`src/rtl/leg_solver.sv`:
```
// Other leg of a right triangle: b = floor(sqrt(c*c - a*a)), restoring root at one bit per cycle.
// Latency WIDTH+2 cycles (2 on a > c); start/busy/done handshake, start ignored while busy.
module leg_solver #(
  parameter int WIDTH = 8
) (
  input  logic             clk,
  input  logic             rst,
  input  logic             start,
  input  logic [WIDTH-1:0] c_in,
  input  logic [WIDTH-1:0] a_in,
  output logic             busy,
  output logic             done,
  output logic [WIDTH-1:0] b_out,
  output logic             exact,
  output logic             err
);

  localparam int CW = (WIDTH > 1) ? $clog2(WIDTH) : 1;

  typedef enum logic [1:0] {S_IDLE, S_CALC, S_ROOT, S_DONE} state_t;

  state_t             state, state_nxt;
  logic [WIDTH-1:0]   c_q, a_q;
  logic [2*WIDTH-1:0] diff;
  logic [WIDTH+1:0]   rem, rem_sh, rem_nxt, trial;
  logic [WIDTH-1:0]   root, root_nxt;
  logic [CW-1:0]      cnt;
  logic [2*WIDTH-1:0] c_sq, a_sq;
  logic               take;

  always_ff @(posedge clk) begin
    if (rst) state <= S_IDLE;
    else     state <= state_nxt;
  end

  always_comb begin
    state_nxt = state;
    case (state)
      S_IDLE:  if (start) state_nxt = S_CALC;
      S_CALC:  state_nxt = (a_q > c_q) ? S_DONE : S_ROOT;
      S_ROOT:  if (cnt == '0) state_nxt = S_DONE;
      S_DONE:  state_nxt = start ? S_CALC : S_IDLE;
      default: state_nxt = S_IDLE;
    endcase
  end

  always_comb begin
    busy = (state == S_CALC) || (state == S_ROOT);
    done = (state == S_DONE);
  end

  assign c_sq = (2*WIDTH)'(c_q) * (2*WIDTH)'(c_q);
  assign a_sq = (2*WIDTH)'(a_q) * (2*WIDTH)'(a_q);

  // diff is shifted left each step, so its top two bits are always the next pair to bring down.
  always_comb begin
    rem_sh   = (rem << 2) | (WIDTH+2)'(diff[2*WIDTH-1 -: 2]);
    trial    = (WIDTH+2)'({root, 2'b01});
    take     = (rem_sh >= trial);
    rem_nxt  = take ? (rem_sh - trial) : rem_sh;
    root_nxt = (root << 1) | WIDTH'(take);
  end

  always_ff @(posedge clk) begin
    if (rst) begin
      c_q   <= '0;
      a_q   <= '0;
      diff  <= '0;
      rem   <= '0;
      root  <= '0;
      cnt   <= '0;
      b_out <= '0;
      exact <= 1'b0;
      err   <= 1'b0;
    end else begin
      case (state)
        S_IDLE, S_DONE: begin
          if (start) begin
            c_q   <= c_in;
            a_q   <= a_in;
            b_out <= '0;
            exact <= 1'b0;
            err   <= 1'b0;
          end
        end
        S_CALC: begin
          diff <= c_sq - a_sq;
          rem  <= '0;
          root <= '0;
          cnt  <= CW'(WIDTH-1);
          if (a_q > c_q) err <= 1'b1;
        end
        S_ROOT: begin
          diff <= diff << 2;
          rem  <= rem_nxt;
          root <= root_nxt;
          cnt  <= cnt - CW'(1);
          if (cnt == '0) begin
            b_out <= root_nxt;
            exact <= (rem_nxt == '0);
          end
        end
        default: ;
      endcase
    end
  end

endmodule

```
`config.mk`:
```
export PLATFORM = sky130hd
export DESIGN_NAME = leg_solver
export DESIGN_NICKNAME = d
export VERILOG_FILES = /design/src/rtl/leg_solver.sv
export SDC_FILE = /design/constraint.sdc
export NUM_CORES = 1
export LEC_CHECK = 0
export ABC_AREA = 1
export BUFFER_PORTS_ARGS = -buffer_cell sky130_fd_sc_hd__buf_2
export CAP_MARGIN = 20
export CORE_UTILIZATION = 50
export CTS_CLUSTER_DIAMETER = 40
export DETAILED_ROUTE_END_ITERATION = 10
export PLACE_DENSITY = 0.7
export SLEW_MARGIN = 20
export SYNTH_ARGS = -nofsm -noshare
export SYNTH_HDL_FRONTEND = slang
export SYNTH_SLANG_ARGS = --single-unit
```
`constraint.sdc`:
```
create_clock -name clk -period 5.2 [get_ports clk]
set_input_delay 1.04 -clock clk [delete_from_list [all_inputs] [get_ports clk]]
set_output_delay 1.04 -clock clk [all_outputs]
set_load 0.01 [all_outputs]
```
==> flow_metrics.env, run 1 <==
export IMPL_status="complete, no violations"
export IMPL_final_cell_area_sq_um=7859
export IMPL_busiest_layer="met2"
export IMPL_syn_avg_cell_area_sq_um=7.592
export IMPL_drt_wl_total_mm=15.12
export IMPL_num_vias=5698
export IMPL_n_antenna_cell=0
export IMPL_cts_root_buf="clkbuf_16"
export IMPL_ys_seq_area_frac=0.1818
export IMPL_worst_pin_slew_ns=0.8150
export IMPL_r2r_end="diff[14]"
export IMPL_finClkSkew_ns=0.007637
export IMPL_grtUsageTotal=0.2332
export IMPL_port_buffers=30
export IMPL_wl_per_cell_um=13.33
export IMPL_netlist_area_sq_um=6939
export IMPL_drt_pass1_iter_count=4
export IMPL_start_util=0.5178
export IMPL_max_freq_mhz=201.1
export IMPL_core_area_sq_um=13400
export IMPL_fp_row_count=42
export IMPL_grt_overflow=0
export IMPL_grt_antenna_before_repair=0
export IMPL_reg2reg_depth=19
export IMPL_place_area_sq_um=7392
export IMPL_clk_latency_ns=0.34
export IMPL_synth_most_common_cell="inv_1"
export IMPL_async_flop_share=0
export IMPL_syn_to_final_growth_pct=13.25
export IMPL_yosys_area_top_type="fa_1"
export IMPL_r2r_start="c_q[7]"
export IMPL_die_height_um=119.8
export IMPL_hold_viol=0
export IMPL_path_class="reg -> reg"
export IMPL_clk_pin_slew_ns=0.06
export IMPL_ctsHtreeMaxLevel=3
export IMPL_crit_path_max_fanout=4
export IMPL_synth_fp_nets=1091
export IMPL_nets=1130
export IMPL_holdPathEnd="cnt[0]"
export IMPL_cts_tree="built"
export IMPL_ys_ff_latch=63
export IMPL_drc_errors=0
export IMPL_die_width_um=119.8
export IMPL_vias_per_cell=5.025
export IMPL_whs_path_depth=1
export IMPL_postRouteAntennaNets=0
export IMPL_drv_cap=0
export IMPL_cts_sinks=63
export IMPL_fin_crit_sh=0.9563
export IMPL_met2_usage=0.3786
export IMPL_ios=31
export IMPL_critPathCaptureType="flop"
export IMPL_place_hpwl_mm=11.97
export IMPL_met3_usage=0.02757
export IMPL_die_area_sq_um=14350
export IMPL_min_from="cnt[0]"
export IMPL_synth_flop_cell="dfxtp_1"
export IMPL_cts_buffers=9
export IMPL_slew_headroom=0.4567
export IMPL_regToRegSetupSlack_ns=0.23
export IMPL_setup_violations=0
export IMPL_clk_path_buf_depth=2
export IMPL_hold_buffers=0
export IMPL_worstPathRequired_ns=5.39
export IMPL_netlist_top_cells_area="fa_1 23%, dfxtp_1 18%, ha_1 14%, inv_1 11%, nand2_1 9.7%"
export IMPL_initialDrtViolationCount=325
export IMPL_syn_inst=914
export IMPL_dpl_cell_count=1115
export IMPL_synth_distinct_cells=38
export IMPL_grt_pass1_vias=5618
export IMPL_hp_class="reg -> reg"
export IMPL_stdcell_count=1134
export IMPL_gp_congestion=0.8601
export IMPL_grt_pass1_wl_mm=26.52
export IMPL_synth_top_cell_area_share=0.2279
export IMPL_cp_data_arrival_time_ns=5.16
export IMPL_synth_edff_count=0
export IMPL_yosys_top_cells_count="205 x inv_1, 179 x nand2_1, 79 x fa_1, 79 x ha_1, 69 x a21oi_1"
export IMPL_use_met1=0.3319
export IMPL_period_needed_ns=4.973
export IMPL_crit_path_start_kind="flop"
export IMPL_slew_viol_final=0
export IMPL_drive_above_1_share=0.1347
export IMPL_yosys_warnings=0
export IMPL_grt_max_degree=44
export IMPL_whs_ns=0.4514
-- per-stage QoR --
stage / setup TNS (ns) / utilization / setup WS, ns
after global routing: -0.01946 / 0.5865 / -0.01946
after global placement: 0 / 0.5516 / 0.01771
after CTS: 0 / 0.5775 / 0.01189
after floorplan: 0 / - / 0.01173
final: 0 / 0.5865 / 0.2271
after detailed placement: -0.1355 / 0.5516 / -0.05744
-- repair_timing --
| item | 4_1_cts | 5_1_grt |
|---|---|---|
| pin swaps | 0 | 20 |
| endpoints found under the setup margin | 5 | 9 |
| gates resized for setup | 4 | 34 |
| setup buffers | 0 | 3 |
-- cells by family after synthesis --
group                      count (synthesis)  synth area share
and+or+nand+nor                          282            0.1720
buffers and inverters                    247            0.1358
adders and majority gates                158            0.3704
DFF                                       63            0.1818
xor gates and xnor gates                  18           0.02272
other                                      1         0.0005404
AOI/OAI and AO/OA                        145            0.1168
-- worst max-delay path, stage by stage, from the launching register on --
cell and delay (ns):
dfxtp_1 0.36, nand2_1 0.12, inv_1 0.07, fa_1 0.55, fa_1 0.42, fa_1 0.48, fa_1 0.54, fa_1 0.55
inv_1 0.05, fa_1 0.53, inv_1 0.06, ha_4 0.27, nand2_1 0.05, nand2_1 0.07, a21oi_2 0.06, o21ai_2 0.22
a21oi_2 0.08, or2_1 0.21, nand3_1 0.08, a21oi_2 0.05
-- cell type report --
class                   instances  area, sq um
inverters                     211        792.0
multi-input cells             604         4823
fillers                      1254         5542
repair buffers                 64        405.4
flip-flops and latches         63         1295
clock inverters                 6        93.84
well taps                     176        220.2
clock buffers                  10        229.0
-- layer usage --
layer  part of all wire  routed length (um)  vias up
li1                   -                   -     2889
met1               0.49                7414     2661
met2               0.46                6988      132
met3              0.035                 536       16
met4              0.012                 180        0
met5                  0                   0        -
-- registers in the layout, summed over array words and instances, names as in the netlist --
signal	count
root	8
c_q	8
state	2
b_out	8
exact	1
cnt	3
diff	16
a_q	8
err	1
rem	8
-- placed cells by master, fill, tap and decap left out, types with 3 or more instances in the layout --
cell	synthesis	layout
a211oi_1	7	7
a21o_1	3	3
a21oi_1	69	64
a21oi_2	3	7
a221oi_1	3	3
a31oi_1	9	9
buf_2	3	30
buf_4	0	34
clkbuf_16	0	9
dfxtp_1	63	48
dfxtp_2	0	9
dfxtp_4	0	6
fa_1	79	79
ha_1	79	75
ha_4	0	4
inv_1	205	204
inv_2	5	6
nand2_1	179	176
nand2_2	4	7
nand3_1	33	33
nand3_2	4	4
nand4_1	3	3
nor2_1	46	46
nor3_1	5	5
o21ai_0	31	29
o21ai_1	8	9
o22ai_1	5	5
or2_1	4	4
xnor2_1	12	12
xor2_1	6	6
-- worst max path at each step --
stage,startpoint,to,slack [ns]
after floorplan,c_q[1],diff[15],0.01
after global placement,c_q[4],diff[15],0.02
after detailed placement,c_q[6],diff[15],-0.06
after CTS,c_q[2],diff[14],0.01
after global routing,c_q[2],diff[13],-0.02
final,c_q[7],diff[14],0.23
Power of run 1 is not shown: default switching activity piles up to over one toggle a cycle in this logic, so the estimate is an artifact.
==> inputs of run 2 (changes only) <==
CORE_UTILIZATION = 58   (was 50)
PLACE_DENSITY = 0.79   (was 0.7)
==> run 2 against run 1 <==
Compared with the run above: routed wire length is 5.8% higher; cell area is 0.45% higher; count of clock-buffer cells in the layout is 1 higher; the run now ends with DRC left; flip-flop and latch count stayed put; critical path type unchanged; global-route usage is 3.5 points higher; first-iteration DRC count is 50% higher; fmax is 1.6% lower; die area is 14% lower.
==> flow_metrics.env, run 2 (synthesized netlist as in run 1, its figures left out) <==
export IMPL_vias_per_cell=5.366
export IMPL_crit_top_cell="fa_1"
export IMPL_grtUsageTotal=0.2686
export IMPL_drc_errors=2
export IMPL_cp_depth=22
export IMPL_dp_slack_ns=-0.09855
export IMPL_path_delay_family="adder cells"
export IMPL_critPathCaptureType="flop"
export IMPL_port_buffers=30
export IMPL_cts_root_buf="clkbuf_16"
export IMPL_die_height_um=111.4
export IMPL_place_hpwl_mm=11.78
export IMPL_whs_path_depth=2
export IMPL_hp_class="reg -> reg"
export IMPL_wl_per_cell_um=14.58
export IMPL_period_needed_ns=5.052
export IMPL_clk_pin_slew_ns=0.06
export IMPL_n_antenna_cell=0
export IMPL_hold_viol=0
export IMPL_num_vias=5887
export IMPL_gp_congestion=0.9044
export IMPL_cts_tree="built"
export IMPL_max_freq_mhz=197.9
export IMPL_drv_cap=0
export IMPL_reg2reg_depth=22
export IMPL_worstPathRequired_ns=5.40
export IMPL_path_cells="nand2_1, inv_2, fa_1, inv_1, fa_1, inv_1, fa_1, fa_2, fa_1, inv_2, fa_1, inv_2, ha_4, a21oi_4, nor2_2, nor2_2, o21ai_2, nand2_1, nand2_1, xor2_1, a21oi_1, nor2_1"
export IMPL_status="finished with violations"
export IMPL_grt_pass1_wl_mm=26.68
export IMPL_top_register="diff"
export IMPL_cts_buffers=9
export IMPL_die_width_um=111.4
export IMPL_slew_viol_final=0
export IMPL_grt_overflow=0
export IMPL_crit_path_start_kind="flop"
export IMPL_cp_data_arrival_time_ns=5.25
export IMPL_cpMaxStageDelayCell="fa_1"
export IMPL_final_common_cell="inv_1"
export IMPL_path_buf_inv=5
export IMPL_syn_to_final_growth_pct=13.76
export IMPL_drt_wl_total_mm=15.99
export IMPL_crit_path_max_fanout=5
export IMPL_ctsHtreeMaxLevel=3
export IMPL_drt_pass1_iter_count=8
export IMPL_largest_reg_flops=16
export IMPL_start_util=0.6026
export IMPL_failed_checks="DRC"
export IMPL_core_area_sq_um=11520
export IMPL_cts_sinks=63
export IMPL_drive_above_1_share=0.1488
export IMPL_grt_max_degree=44
export IMPL_path_class="reg -> reg"
export IMPL_final_cell_mix="201 x inv_1, 174 x nand2_1, 75 x fa_1"
export IMPL_setup_violations=0
export IMPL_slew_headroom=0.3562
export IMPL_worst_slack_ns=0.1481
export IMPL_ios=31
export IMPL_nets=1126
export IMPL_finClkSkew_ns=0.008591
export IMPL_postRouteAntennaNets=0
export IMPL_die_area_sq_um=12410
export IMPL_fp_row_count=39
export IMPL_grt_pass1_vias=5663
export IMPL_clk_path_buf_depth=2
export IMPL_grt_antenna_before_repair=0
export IMPL_fin_crit_sh=0.9715
export IMPL_initialDrtViolationCount=489
export IMPL_worst_pin_slew_ns=0.9634
export IMPL_clk_latency_ns=0.34
export IMPL_cp_slowest_stage_delay_ns=0.55
[run 2: cell types whose count changed in the layout (fill, tap and decap cells not counted), sizes merged]
cell	previous run	this run
bufinv	2	3
clkbuf	10	11
inv	211	210
buf	64	60
clkinvlp	1	0
[run 2: what timing repair did]
action	CTS	global route
resized for setup	8	53
buffers inserted	0	4
hold buffers	0	0
pin swaps	0	32
gates cloned	0	0
setup endpoints to repair	4	8
endpoints found under the hold margin	0	0
[run 2: per-stage QoR]
stage / utilization / cell area [sq um] / TNS (ns) / hold slack, ns / instances
detailed placement: 0.6351 / 7313 / -0.1367 / 0.4502 / 1077
floorplan: - / 6944 / 0 / 0.4218 / 914
CTS: 0.6685 / 7699 / 0 / 0.4598 / 1093
finish: 0.6855 / 7894 / 0 / 0.4559 / 1097
global placement: 0.6351 / 7313 / 0 / 0.4375 / 1077
global route: 0.6855 / 7894 / -0.05011 / 0.4755 / 1097
[run 2: worst min-delay path, delay by kind of cell, from the launching register on]
family	cells	cell delay [ns]
DFF	1	0.30
and+or+nand+nor	1	0.06
AOI/OAI and AO/OA	1	0.05
[run 2: worst paths after layout]
kind / startpoint / to / slack, ns
max: c_q[5] / diff[15] / 0.15
min: b_out[3] / b_out[3] / 0.46
max reg2reg: c_q[5] / diff[15] / 0.15
min reg2reg: b_out[3] / b_out[3] / 0.46
[run 2: layout make-up]
cell class	instances	area, sq um
Inverter	211	792.0
Sequential cell	63	1305
Timing Repair Buffer	60	382.9
Multi-Input combinational cell	604	4878
Clock inverter	5	103.9
Tap cell	143	178.9
Fill cell	918	3622
Clock buffer	11	252.7
[run 2: metal layers]
| layer | share of wire | GRT usage |
|---|---|---|
| met5 | 0 | 0 |
| met4 | 0.018 | 0.07297 |
| met3 | 0.045 | 0.03321 |
| met2 | 0.47 | 0.4304 |
| met1 | 0.47 | 0.3852 |
Power of run 2 is left out for the same reason.
